--- config.mk ---
export PLATFORM = sky130hd
export DESIGN_NAME = h_encoder_64_57_stream
export DESIGN_NICKNAME = d
export VERILOG_FILES = /design/src/rtl/h_encoder_64_57_stream.sv
export SDC_FILE = /design/constraint.sdc
export NUM_CORES = 1
export LEC_CHECK = 0
export CORE_MARGIN = 3
export CORE_UTILIZATION = 30
export DETAILED_ROUTE_END_ITERATION = 10
export MAX_ROUTING_LAYER = met4
export PLACE_DENSITY_LB_ADDON = 0.2
export SYNTH_ARGS = -nofsm -noshare
export SYNTH_HDL_FRONTEND = slang
export SYNTH_SLANG_ARGS = --single-unit
--- constraint.sdc ---
create_clock -name i_Clk -period 2.2 [get_ports i_Clk]
set_input_delay 0.55 -clock i_Clk [delete_from_list [all_inputs] [get_ports i_Clk]]
set_output_delay 0.55 -clock i_Clk [all_outputs]
set_load 0.02 [all_outputs]
--- src/rtl/h_encoder_64_57_stream.sv ---
// Streaming Hamming (64,57) SECDED encoder with optional per-word error injection.
// Produces codewords in the layout consumed by h_decoder_64_57:
//   cw[3]=d[0], cw[7:5]=d[3:1], cw[15:9]=d[10:4], cw[31:17]=d[25:11], cw[63:33]=d[56:26],
//   cw[2^k] = even Hamming parity over data positions with bit k set, cw[0] = XOR of cw[63:1].
// Two-stage valid/ready pipeline: stage 1 holds data bits, Hamming parities and injection
// controls; stage 2 adds overall parity, applies the injected flips and drives the outputs.
// Ports:
//   i_Clk, i_Rst        clock, synchronous active-high reset
//   i_Data, i_Valid     upstream 57-bit word and its valid
//   o_Ready             combinational accept indication to upstream
//   i_InjEn             flip codeword bit i_InjPos1 of this word
//   i_InjDouble         also flip i_InjPos2 (only if it differs from i_InjPos1)
//   i_InjPos1/2         flip positions 0..63
//   o_CodeWord, o_Valid registered downstream word and its valid
//   i_Ready             downstream accept
//   o_WordCnt           registered count of output handshakes, wraps at 16 bits
module h_encoder_64_57_stream (
  input  logic        i_Clk,
  input  logic        i_Rst,
  input  logic [56:0] i_Data,
  input  logic        i_Valid,
  output logic        o_Ready,
  input  logic        i_InjEn,
  input  logic        i_InjDouble,
  input  logic [5:0]  i_InjPos1,
  input  logic [5:0]  i_InjPos2,
  output logic [63:0] o_CodeWord,
  output logic        o_Valid,
  input  logic        i_Ready,
  output logic [15:0] o_WordCnt
);

  // Stage 1 state
  logic        v1_q, v1_d;
  logic [63:1] cw1_q, cw1_d;
  logic        inj_en1_q, inj_dbl1_q;
  logic [5:0]  pos1_1_q, pos2_1_q;

  // Stage 2 state
  logic        v2_q, v2_d;
  logic [63:0] cw2_q, cw2_d;
  logic [15:0] cnt_q, cnt_d;

  logic stall2, ready1, accept, emit;

  assign stall2  = v2_q && !i_Ready;
  assign ready1  = !v1_q || !stall2;
  assign accept  = i_Valid && ready1;
  assign emit    = v2_q && i_Ready;
  assign o_Ready = ready1;

  // Stage 1: place data bits and compute the six Hamming parities.
  logic [63:0] spread;
  logic [5:0]  ham;
  always_comb begin
    spread        = '0;
    spread[3]     = i_Data[0];
    spread[7:5]   = i_Data[3:1];
    spread[15:9]  = i_Data[10:4];
    spread[31:17] = i_Data[25:11];
    spread[63:33] = i_Data[56:26];
    ham = '0;
    // Parity positions hold 0 in spread, so XORing every position with bit k set
    // only picks up data bits.
    for (int unsigned k = 0; k < 6; k++) begin
      for (int unsigned pos = 1; pos < 64; pos++) begin
        if (pos[k]) ham[k] = ham[k] ^ spread[pos[5:0]];
      end
    end
    cw1_d     = spread[63:1];
    cw1_d[1]  = ham[0];
    cw1_d[2]  = ham[1];
    cw1_d[4]  = ham[2];
    cw1_d[8]  = ham[3];
    cw1_d[16] = ham[4];
    cw1_d[32] = ham[5];
  end

  // Stage 2: overall parity first, then injected flips on top of the final codeword.
  logic [63:0] flip;
  always_comb begin
    flip = '0;
    if (inj_en1_q) begin
      flip[pos1_1_q] = 1'b1;
      if (inj_dbl1_q && (pos2_1_q != pos1_1_q)) flip[pos2_1_q] = 1'b1;
    end
    cw2_d = {cw1_q, ^cw1_q} ^ flip;
  end

  always_comb begin
    v1_d  = ready1 ? i_Valid : v1_q;
    v2_d  = stall2 ? v2_q : v1_q;
    cnt_d = emit ? cnt_q + 16'd1 : cnt_q;
  end

  always_ff @(posedge i_Clk) begin
    if (i_Rst) begin
      v1_q       <= 1'b0;
      cw1_q      <= '0;
      inj_en1_q  <= 1'b0;
      inj_dbl1_q <= 1'b0;
      pos1_1_q   <= '0;
      pos2_1_q   <= '0;
      v2_q       <= 1'b0;
      cw2_q      <= '0;
      cnt_q      <= '0;
    end else begin
      v1_q  <= v1_d;
      v2_q  <= v2_d;
      cnt_q <= cnt_d;
      if (accept) begin
        cw1_q      <= cw1_d;
        inj_en1_q  <= i_InjEn;
        inj_dbl1_q <= i_InjDouble;
        pos1_1_q   <= i_InjPos1;
        pos2_1_q   <= i_InjPos2;
      end
      if (!stall2 && v1_q) cw2_q <= cw2_d;
    end
  end

  assign o_CodeWord = cw2_q;
  assign o_Valid    = v2_q;
  assign o_WordCnt  = cnt_q;

endmodule

==> reports/summary.txt, run 1 <==
STATUS
-------------------------------------------------------------------------------------------------
Result of the run                                                                       completed

TIMING
-------------------------------------------------------------------------------------------------
Pins Over Slew Limit                                                                            0
Final critical path time including I/O delays and setup                                  2.166 ns
RSZ-0062 raised after global routing                                                         true
Highest clock rate                                                                      461.6 MHz
Worst slew margin                                                                          0.6379
Count of endpoints failing setup in the final report                                            0
Clock skew after layout                                                                0.01367 ns
Final Worst Setup Slack                                                                0.03353 ns
Final hold viol count                                                                           0
Measured slew at the worst slew-check pin                                               0.5415 ns
Final critical-path share of the clock period                                              0.9848

CRITICAL PATH
-------------------------------------------------------------------------------------------------
Critical Path End Type                                                                   register
Required arrival time at the worst endpoint                                               2.55 ns
Slowest CP cell                                                                      sky130_fd_sc_hd__xnor3_1
Top fanout value on the critical path                                                           2
Critical path cell sequence                                                          xnor3_1, xnor3_1, xnor3_1, xnor3_2, xnor3_2, xnor2_2, a211oi_2
Most common cell on crit path                                                        sky130_fd_sc_hd__xnor3_1
Crit path arrival time                                                                    2.51 ns
Max stage delay on crit path                                                              0.40 ns
Startpoint kind of the worst setup timing path                                           register
Worst setup path class                                                               register to register

ROUTE
-------------------------------------------------------------------------------------------------
Length of the first detailed-routing pass in iterations                                         5
Count of vias placed by the detailed router                                                  8708
Vias per cell                                                                               4.849
Routed len/inst                                                                          17.70 µm
Number of antenna-violating nets in the routed design                                           0
DRC violation count after routing                                                               0
Number of DRC markers after the initial detailed-route iteration                              624
Detailed Route WL                                                                        31790 µm

SYNTH
-------------------------------------------------------------------------------------------------
Post-synth EDFFs                                                                                0
Synth async-reset ratio                                                                         0
Number of instances in the synthesized netlist                                               1123
Yosys Warn Count                                                                                0
Top flip-flop cell by instance count after synthesis                                 sky130_fd_sc_hd__dfxtp_1
Area of the mapped netlist                                                               9102 µm²
Register area share after synthesis                                                        0.3497
Number of distinct library cell variants in the gate-level netlist after synthesis             41
Cell type contributing the most total cell area after synthesis                      sky130_fd_sc_hd__dfxtp_1
Top-area cell type share of the netlist area                                               0.3497
Synthesized Nets                                                                             1199
Main area contributors after synthesis                                               sky130_fd_sc_hd__dfxtp_1, sky130_fd_sc_hd__xnor2_1, sky130_fd_sc_hd__xor2_1
Mean Syn Cell Area                                                                      8.106 µm²
Flip-flop and latch count after synthesis                                                     159

PLACED DESIGN
-------------------------------------------------------------------------------------------------
Post-detailed-placement half-perimeter wirelength                                        24590 µm
Post-Place Setup Slack                                                                 -0.6424 ns
Global placer's final weighted congestion                                                  0.9008
Port Buffers                                                                                  156
Placed inst area                                                                        12310 µm²

FLOORPLAN
-------------------------------------------------------------------------------------------------
Die Wd                                                                                   180.2 µm
Area of the core region                                                                 29800 µm²
Die area                                                                                32470 µm²
Count of standard-cell rows                                                                    63
Effective utilization at floorplan                                                         0.3055
Top Ports                                                                                     157
Height of the die                                                                        180.2 µm

POWER AND IR DROP
-------------------------------------------------------------------------------------------------
Leakage power                                                                            5.427 nW
Worst voltage drop across the vdd grid                                                  0.5134 mV
Total chip power                                                                        0.01019 W
PwrDens                                                                              773.8 nW/µm²

FINISH
-------------------------------------------------------------------------------------------------
Synth-to-layout area growth                                                                44.69%
Nets                                                                                         1469
Number of inserted diodes                                                                       0
Post-route cell area                                                                    13170 µm²
Highest-count cells in the layout ignoring fill and taps                             sky130_fd_sc_hd__nand2_1, sky130_fd_sc_hd__buf_4, sky130_fd_sc_hd__dfxtp_1
Number of fillers in the final layout                                                        2996
Most common library cell in the layout ignoring fill and taps                        sky130_fd_sc_hd__nand2_1
Fraction of layout cells with a size suffix above 1                                        0.1899

CLOCK NETWORK
-------------------------------------------------------------------------------------------------
Deepest level of the CTS H-tree                                                                 4
Reg clk slew, reported paths                                                              0.08 ns
Clock network latency to the later pin of the worst-skew pair                             0.43 ns
Buffer type at the clock tree root                                                   sky130_fd_sc_hd__clkbuf_16
Maximum number of buffers from clock root to sink                                               2
Clock net sink count                                                                          159
Number of CTS-inserted buffers                                                                 17
Clock tree from TritonCTS                                                                     yes
Hold-fix buffer count after cts                                                                 0

HOLD PATH
-------------------------------------------------------------------------------------------------
Class of the worst hold path                                                         primary input to register

RUN
-------------------------------------------------------------------------------------------------
Max cap viols                                                                                   0

GLOBAL ROUTING
-------------------------------------------------------------------------------------------------
Number of antenna violations at the first check in global routing                               0
Sum of overflow across all layers after global routing                                          0
Via count of the first global-routing pass                                                   7969
Global-route wire length before repair                                                   47800 µm
Largest net degree at the start of global routing                                              50
All-Layer GR Usage                                                                         0.1944

==> what timing repair did <==
action	4_1_cts	5_1_grt
endpoints found under the setup margin	7	12
setup buffers	1	6
gates resized for setup	14	53
pin swaps	4	32
==> cells in the mapped netlist, types with 6 or more instances <==
master / number
sky130_fd_sc_hd__dfxtp_1: 159
sky130_fd_sc_hd__o21ai_0: 6
sky130_fd_sc_hd__nand3_1: 37
sky130_fd_sc_hd__buf_2: 17
sky130_fd_sc_hd__buf_1: 6
sky130_fd_sc_hd__a21oi_1: 84
sky130_fd_sc_hd__or3_1: 7
sky130_fd_sc_hd__xnor3_1: 27
sky130_fd_sc_hd__clkbuf_1: 66
sky130_fd_sc_hd__nor2_1: 127
sky130_fd_sc_hd__nand2_1: 211
sky130_fd_sc_hd__xor2_1: 91
sky130_fd_sc_hd__o21ai_1: 15
sky130_fd_sc_hd__a31o_2: 9
sky130_fd_sc_hd__o22ai_1: 32
sky130_fd_sc_hd__nand3b_1: 8
sky130_fd_sc_hd__a211oi_1: 63
sky130_fd_sc_hd__and3_1: 21
sky130_fd_sc_hd__xnor2_1: 97
==> cell families (layout without fill, tap and decap cells) <==
kind of cell | Yosys count | in the layout | share of synthesized area
muxes | 1 | 1 | 0.001100
buffers and inverters | 90 | 373 | 0.03986
DFF | 159 | 159 | 0.3497
adders and majority gates | 1 | 1 | 0.001374
and+or+nand+nor | 435 | 435 | 0.2048
xor gates and xnor gates | 218 | 218 | 0.2539
AOI/OAI and AO/OA | 219 | 219 | 0.1493
==> power by group <==
group	total, W	switching (W)	internal (W)
Combinational	0.00388	0.00177	0.00211
Sequential	0.00327	0.000173	0.00310
Clock	0.00304	0.00133	0.00172
Total	0.0102	0.00327	0.00692
==> path summary, 6_finish.rpt <==
kind	start	cells past startpoint	slack, ns	end
worst min-delay path	i_Data[13]	3	0.42	cw1_q[19]
worst max-delay path	cw1_q[50]	7	0.03	o_CodeWord[0]
worst max register to register	cw1_q[50]	7	0.03	o_CodeWord[0]
worst min register to register	o_CodeWord[61]	2	0.50	o_CodeWord[61]
==> layout make-up <==
type                       count  area, µm²  share of cell area
tap                          390      488.0             0.03705
sequential                   159       3186              0.2419
clock inverter                14      167.7             0.01273
clock buffer                  18      429.2             0.03259
multi-input combinational    874       5737              0.4356
timing repair buffer         341       3163              0.2402
==> stage by stage <==
stage / util / cells / setup TNS, ns / hold slack [ns]
after floorplan: - / 1123 / 0 / 0.4610
after global placement: 0.4130 / 1758 / -3.350 / 0.4837
after detailed placement: 0.4130 / 1758 / -3.512 / 0.4937
after CTS: 0.4353 / 1791 / -0.03367 / 0.5030
after global routing: 0.4420 / 1796 / -0.09402 / 0.4344
final: 0.4420 / 1796 / 0 / 0.4209
==> worst max-delay path: cells and delay by family, from the launching register on <==
family / cells / cell delay, ns
compound gates: 1 / 0.16
flops: 1 / 0.33
xor+xnor: 6 / 1.58
==> registers in the layout, summed over array words and instances (netlist names) <==
register / count
o_CodeWord: 64
cw1_q: 63
pos2_1_q: 6
o_WordCnt: 16
inj_en1_q: 1
v1_q: 1
o_Valid: 1
pos1_1_q: 6
inj_dbl1_q: 1
==> per-layer routing <==
layer / global-route usage / vias to the layer above / share of wire
li1: - / 4335 / -
met2: 0.2846 / 274 / 0.43
met1: 0.2884 / 4081 / 0.51
met3: 0.02503 / 18 / 0.053
met5: - / - / 0
met4: 0.03746 / 0 / 0.0098
Note: power is estimated with default switching activity, not from simulation.
==> run 2, diff against run 1 <==
Settings changed: GPL_TIMING_DRIVEN from default to 0.
==> reports/summary.txt, run 2 (synthesized netlist as in run 1, its figures left out) <==
CRITICAL PATH
--------------------------------------------------------------------------------
Required arrival time at the worst endpoint                              2.56 ns   about the same
Crit path arrival time                                                   2.57 ns   +0.06 ns
Critical Path End Type                                                  register
Top fanout value on the critical path                                          3   +1
Timing startpoint of the critical path                                 cw1_q[50]
Startpoint of the lowest-slack register-to-register path               cw1_q[50]
FF-to-FF path depth                                                            7   unchanged
Startpoint kind of the worst setup timing path                          register
Worst setup path class                                              register to register
Internal reg-to-reg setup slack                                         -0.01 ns   -0.05 ns
RR Endpoint                                                         o_CodeWord[0]

GLOBAL ROUTING
--------------------------------------------------------------------------------
All-Layer GR Usage                                                        0.1971   +0.002732
Global-route wire length before repair                                  48240 µm   +0.92%
Via count of the first global-routing pass                                  8011   +0.53%
Sum of overflow across all layers after global routing                         0   unchanged
Largest net degree at the start of global routing                             20   -60%
Number of antenna violations at the first check in global routing              0   unchanged

TIMING
--------------------------------------------------------------------------------
Worst slew margin                                                         0.5205   -0.1174
Clock skew after layout                                               0.01831 ns   +0.004644 ns
RSZ-0062 raised after global routing                                        true
Worst slack on hold paths                                              0.3850 ns   -0.03588 ns
Measured slew at the worst slew-check pin                              0.7193 ns   +0.1778 ns
Final critical-path share of the clock period                              1.007   +0.02189
Highest clock rate                                                     451.5 MHz   -2.2%
Final critical path time including I/O delays and setup                 2.215 ns   +0.04815 ns
Count of endpoints failing setup in the final report                           1   +1
Final Worst Setup Slack                                              -0.01462 ns   -0.04815 ns
Final hold viol count                                                          0   unchanged
Pins Over Slew Limit                                                           0   unchanged

FINISH
--------------------------------------------------------------------------------
Area of the multi-input gates                                           5929 µm²   +3.4%
Share of the core filled with cells                                       0.4137   -0.02826
Number of flip-flops under the largest register name                          64   unchanged
Number of fillers in the final layout                                       3098   +3.4%
Fraction of layout cells with a size suffix above 1                       0.1361   -0.05385
Highest-count cells in the layout ignoring fill and taps            sky130_fd_sc_hd__nand2_1, sky130_fd_sc_hd__dfxtp_1, sky130_fd_sc_hd__nor2_1
Post-route cell area                                                   12330 µm²   -6.4%
Most common library cell in the layout ignoring fill and taps       sky130_fd_sc_hd__nand2_1
Synth-to-layout area growth                                               35.44%
Number of inserted diodes                                                      0   unchanged
Sequential standard cell area                                           3219 µm²   +1.1%
Nets                                                                        1386   -5.7%

POWER AND IR DROP
--------------------------------------------------------------------------------
Net switching component of the power                                  0.003360 W   +2.7%
Net switching fraction of the power                                       0.3378   +0.01671
Proportion of power drawn by flip-flops and latches                        0.339   +0.018
Leakage power                                                           4.682 nW   -14%
Logic pwr share                                                            0.347   -0.034
PwrDens                                                             806.9 nW/µm²   +4.3%
Fraction of power consumed by the clock network                            0.315   +0.016
Worst voltage drop across the vdd grid                                 0.5939 mV   +16%
Internal Power                                                        0.006588 W   -4.8%

CLOCK NETWORK
--------------------------------------------------------------------------------
Clock tree from TritonCTS                                                    yes
Clock net sink count                                                         159   unchanged
Hold-fix buffer count after cts                                                0   unchanged
Number of CTS-inserted buffers                                                17   unchanged
Deepest level of the CTS H-tree                                                4   unchanged
Maximum number of buffers from clock root to sink                              2   unchanged
Reg clk slew, reported paths                                             0.08 ns   about the same
Clock network latency to the later pin of the worst-skew pair            0.44 ns   about the same
Buffer type at the clock tree root                                  sky130_fd_sc_hd__clkbuf_16

ROUTE
--------------------------------------------------------------------------------
Number of DRC markers after the initial detailed-route iteration             609   -2.4%
Count of vias placed by the detailed router                                 8406   -3.5%
Routed len/inst                                                         18.66 µm   +5.4%
DRC violation count after routing                                              0   unchanged
Detailed Route WL                                                       31970 µm   +0.57%
Vias per cell                                                              4.907   +1.2%
Number of antenna-violating nets in the routed design                          0   unchanged
Length of the first detailed-routing pass in iterations                        6   +1

HOLD PATH
--------------------------------------------------------------------------------
Hold Path Origin                                                      i_Data[14]
Class of the worst hold path                                        primary input to register
End point of the most critical hold path                               cw1_q[20]
Number of stages on the worst hold path                                        3   unchanged

STATUS
--------------------------------------------------------------------------------
Result of the run                                                   complete, but fails checks
Violated checks                                                     negative setup slack

PLACED DESIGN
--------------------------------------------------------------------------------
Placed inst area                                                       11150 µm²   -9.4%
Post-detailed-placement half-perimeter wirelength                       25110 µm   +2.1%
Port Buffers                                                                 155   -0.64%
Global placer's final weighted congestion                                 0.9490   +5.4%

FLOORPLAN
--------------------------------------------------------------------------------
Top Ports                                                                    157   unchanged
Die area                                                               32470 µm²   unchanged
Effective utilization at floorplan                                        0.3055   unchanged
Count of standard-cell rows                                                   63   unchanged
Area of the core region                                                29800 µm²   unchanged
Height of the die                                                       180.2 µm   unchanged
Die Wd                                                                  180.2 µm   unchanged

RUN
--------------------------------------------------------------------------------
Max cap viols                                                                  0   unchanged

-- run 2: how the worst max path moves through the flow --
| stage | depth (start not counted) | end |
|---|---|---|
| after floorplan | 7 | o_CodeWord[0] |
| after global placement | 8 | cw1_q[16] |
| after detailed placement | 8 | cw1_q[16] |
| final | 7 | o_CodeWord[0] |
| after global routing | 8 | cw1_q[4] |
| after CTS | 7 | o_CodeWord[0] |
-- run 2: cell type report --
class	instances	area share
Tap cell	390	0.03958
Clock buffer	17	0.03451
Multi-Input combinational cell	874	0.4810
Clock inverter	15	0.01705
Buffer	82	0.03045
Sequential cell	159	0.2611
Timing Repair Buffer	176	0.1363
-- run 2: worst max-delay path, stage by stage, from the launching register on --
cell and delay, ns:
sky130_fd_sc_hd__dfxtp_4 0.37, sky130_fd_sc_hd__xnor3_1 0.40, sky130_fd_sc_hd__xnor3_1 0.23, sky130_fd_sc_hd__xnor3_1 0.22, sky130_fd_sc_hd__xnor3_1 0.26, sky130_fd_sc_hd__xnor3_2 0.31
sky130_fd_sc_hd__xnor2_2 0.17, sky130_fd_sc_hd__a211oi_2 0.17
-- run 2: power groups by stage --
stage          clock, W  sequential [W]  combinational [W]
2_1_floorplan         0         0.00342            0.00210
3_3_place_gp          0         0.00341            0.00312
3_5_place_dp          0         0.00341            0.00312
4_1_cts         0.00318         0.00334            0.00339
5_1_grt         0.00332         0.00339            0.00367
6_report        0.00313         0.00337            0.00345
-- run 2: what timing repair did --
item,4_1_cts,5_1_grt
pin swaps,36,28
gates resized for setup,92,99
cloned,1,0
endpoints found under the hold margin,0,0
endpoints found under the setup margin,78,78
buffers inserted,11,9
-- run 2: per-layer routing --
layer / share of wire / track usage / wire length (µm) / vias up
met2: 0.44 / 0.2936 / 14220 / 293
li1: - / - / - / 4162
met3: 0.063 / 0.03109 / 2024 / 33
met4: 0.014 / 0.04391 / 442 / 0
met1: 0.48 / 0.2824 / 15280 / 3918
met5: 0 / - / 0 / -
-- run 2: stage by stage --
stage / TNS, ns / total power (W) / setup WS (ns) / std cells
after detailed placement: -53.32 / 0.006529 / -0.7146 / 1668
after floorplan: 0 / 0.005519 / 0.06439 / 1123
after global routing: -0.1244 / 0.01038 / -0.06774 / 1713
after CTS: -0.08382 / 0.009910 / -0.06870 / 1710
final: -0.01462 / 0.009947 / -0.01462 / 1713
after global placement: -53.71 / 0.006526 / -0.6885 / 1668
==> run 3, diff against run 2 <==
Settings changed: SLEW_MARGIN from default to 25.
Clock period 2.2 ns to 2.5 ns, I/O delays scaled along.
==> reports/summary.txt, run 3 (synthesized netlist as in run 1, its figures left out) <==
CRITICAL PATH
--------------------------------------------------------------------------------
Crit path arrival time                                                   2.82 ns   +0.25 ns
RR Endpoint                                                         o_CodeWord[0]
Buf/Inv on CP                                                                  0   unchanged
Largest delay share family, worst path                              XOR/XNOR gates
FF-to-FF path depth                                                            7   unchanged
Internal reg-to-reg setup slack                                          0.04 ns   +0.05 ns
Top fanout value on the critical path                                          3   unchanged
Startpoint kind of the worst setup timing path                          register
Critical Path End Type                                                  register
Max stage delay on crit path                                             0.48 ns   +0.08 ns
Critical path cell sequence                                         xnor3_1, xnor3_1, xnor3_1, xnor3_1, xnor3_2, xnor2_2, a211oi_2
Worst setup path class                                              register to register
Required arrival time at the worst endpoint                              2.85 ns   +0.29 ns
Startpoint of the lowest-slack register-to-register path               cw1_q[48]
Slowest CP cell                                                     sky130_fd_sc_hd__xnor3_2
Most common cell on crit path                                       sky130_fd_sc_hd__xnor3_1

CLOCK NETWORK
--------------------------------------------------------------------------------
Deepest level of the CTS H-tree                                                4   unchanged
Maximum number of buffers from clock root to sink                              2   unchanged
Clock network latency to the later pin of the worst-skew pair            0.44 ns   about the same
Reg clk slew, reported paths                                             0.07 ns   about the same
Clock tree from TritonCTS                                                    yes
Buffer type at the clock tree root                                  sky130_fd_sc_hd__clkbuf_16
Number of CTS-inserted buffers                                                17   unchanged
Clock net sink count                                                         159   unchanged

ROUTE
--------------------------------------------------------------------------------
Number of antenna-violating nets in the routed design                          0   unchanged
Count of vias placed by the detailed router                                 8356   -0.59%
Number of DRC markers after the initial detailed-route iteration             682   +12%
Routed len/inst                                                         18.73 µm   +0.37%
Detailed Route WL                                                       31830 µm   -0.45%
Vias per cell                                                              4.918   +0.22%
Length of the first detailed-routing pass in iterations                        5   -1
DRC violation count after routing                                              0   unchanged

GLOBAL ROUTING
--------------------------------------------------------------------------------
Largest net degree at the start of global routing                             19   -5.0%
Global-route wire length before repair                                  48080 µm   -0.34%
Sum of overflow across all layers after global routing                         0   unchanged
Number of antenna violations at the first check in global routing              0   unchanged
Via count of the first global-routing pass                                  7961   -0.62%
All-Layer GR Usage                                                        0.1960   -0.001173

FINISH
--------------------------------------------------------------------------------
Sequential standard cell area                                           3186 µm²   -1.0%
Highest-count cells in the layout ignoring fill and taps            sky130_fd_sc_hd__nand2_1, sky130_fd_sc_hd__dfxtp_1, sky130_fd_sc_hd__clkdlybuf4s50_1
Synth-to-layout area growth                                               30.47%
Nets                                                                        1372   -1.0%
Number of inserted diodes                                                      0   unchanged
Number of fillers in the final layout                                       3135   +1.2%
Most common library cell in the layout ignoring fill and taps       sky130_fd_sc_hd__nand2_1
Fraction of layout cells with a size suffix above 1                      0.06952   -0.06654
Area of the multi-input gates                                           5697 µm²   -3.9%
Number of flip-flops under the largest register name                          64   unchanged

POWER AND IR DROP
--------------------------------------------------------------------------------
Leakage power                                                           4.405 nW   -5.9%
Worst voltage drop across the vdd grid                                 0.5023 mV   -15%
PwrDens                                                             716.9 nW/µm²   -11%

TIMING
--------------------------------------------------------------------------------
Measured slew at the worst slew-check pin                              0.8922 ns   +0.1729 ns
Highest clock rate                                                     405.9 MHz   -10%
Final sum of negative setup slack                                           0 ns   +0.01462 ns
Clock skew after layout                                               0.01297 ns   -0.005339 ns
Final critical-path share of the clock period                             0.9854   -0.02128
Final hold viol count                                                          0   unchanged
Worst slew margin                                                         0.4026   -0.1179
Count of endpoints failing setup in the final report                           0   -1
Final critical path time including I/O delays and setup                 2.463 ns   +0.2488 ns
Pins Over Slew Limit                                                           0   unchanged
RSZ-0062 raised after global routing                                       false
Final Worst Setup Slack                                               0.03659 ns   +0.05121 ns

FLOORPLAN
--------------------------------------------------------------------------------
Count of standard-cell rows                                                   63   unchanged
Area of the core region                                                29800 µm²   unchanged
Top Ports                                                                    157   unchanged
Height of the die                                                       180.2 µm   unchanged
Die area                                                               32470 µm²   unchanged
Die Wd                                                                  180.2 µm   unchanged
Effective utilization at floorplan                                        0.3055   unchanged

PLACED DESIGN
--------------------------------------------------------------------------------
Global placer's final weighted congestion                                 0.9490   unchanged
Port Buffers                                                                 155   unchanged
Post-Place Setup Slack                                                -0.5166 ns   +0.1980 ns
Post-detailed-placement half-perimeter wirelength                       25140 µm   +0.13%

HOLD PATH
--------------------------------------------------------------------------------
Class of the worst hold path                                        register to register
Hold Path Origin                                                    o_CodeWord[12]
Number of stages on the worst hold path                                        2   -1
End point of the most critical hold path                            o_CodeWord[12]

STATUS
--------------------------------------------------------------------------------
Result of the run                                                      completed

RUN
--------------------------------------------------------------------------------
Max cap viols                                                                  0   unchanged

run 3: changes by cell type in the layout (fill, tap and decap cells not counted), sizes merged, moves of 2 or more:
cell	previous run	this run
buf	38	25
clkbuf	88	81
clkdlybuf4s15	6	0
clkdlybuf4s50	114	150
clkinv	7	5
dlygate4sd2	22	2
dlymetal6s2s	7	3
inv	7	10
run 3: final cells by class:
cell class	instances	area share
Multi-Input combinational cell	874	0.4797
Sequential cell	159	0.2682
Timing Repair Buffer	156	0.1317
Tap cell	390	0.04109
Clock buffer	17	0.03582
Buffer	88	0.03003
Clock inverter	15	0.01349
run 3: metrics by stage:
| stage | instance area (µm²) | hold WS, ns | total power, W | utilization | instances |
|---|---|---|---|---|---|
| 3_3_place_gp | 11140 | 0.4860 | 0.005743 | 0.3739 | 1668 |
| 4_1_cts | 11770 | 0.5034 | 0.008471 | 0.3951 | 1700 |
| 5_1_grt | 11880 | 0.5277 | 0.008873 | 0.3986 | 1699 |
| 3_5_place_dp | 11160 | 0.4933 | 0.005749 | 0.3744 | 1668 |
| 2_1_floorplan | 9102 | 0.4610 | 0.004856 | - | 1123 |
| 6_report | 11880 | 0.5008 | 0.008515 | 0.3986 | 1699 |
run 3: worst max path at each step:
stage | depth (start not counted) | from | slack, ns | to
2_1_floorplan | 7 | i_Data[33] | 0.34 | cw1_q[8]
3_3_place_gp | 8 | i_Data[56] | -0.46 | cw1_q[16]
3_5_place_dp | 8 | i_Data[56] | -0.52 | cw1_q[16]
4_1_cts | 8 | i_Data[54] | 0.001 | cw1_q[1]
5_1_grt | 7 | cw1_q[48] | 0.002 | o_CodeWord[0]
6_report | 7 | cw1_q[48] | 0.04 | o_CodeWord[0]
run 3: worst min-delay path: cells and delay by family, from the launching register on:
family	cells	cell delay [ns]
flip-flops	1	0.31
AND/OR/NAND/NOR	1	0.09
AO/OA/AOI/OAI	1	0.05
run 3: repair_timing:
| item | 4_1_cts | 5_1_grt |
|---|---|---|
| hold buffers | 0 | 0 |
| buffers inserted | 0 | 1 |
| gates resized for setup | 8 | 18 |
| pin swaps | 0 | 5 |
| setup endpoints to repair | 4 | 42 |
run 3: per-layer routing:
metal  vias up  share of wire  global-route usage
met5         -              0                   -
met4         0          0.015             0.04759
met3        34          0.057             0.03593
met2       245           0.44              0.2874
met1      3947           0.49              0.2796
li1       4130              -                   -
run 3: where the power goes:
part | total, W | switching (W) | internal (W)
Sequential | 0.00295 | 0.000227 | 0.00272
Combinational | 0.00296 | 0.00142 | 0.00154
Clock | 0.00260 | 0.00126 | 0.00134
Total | 0.00851 | 0.00290 | 0.00561
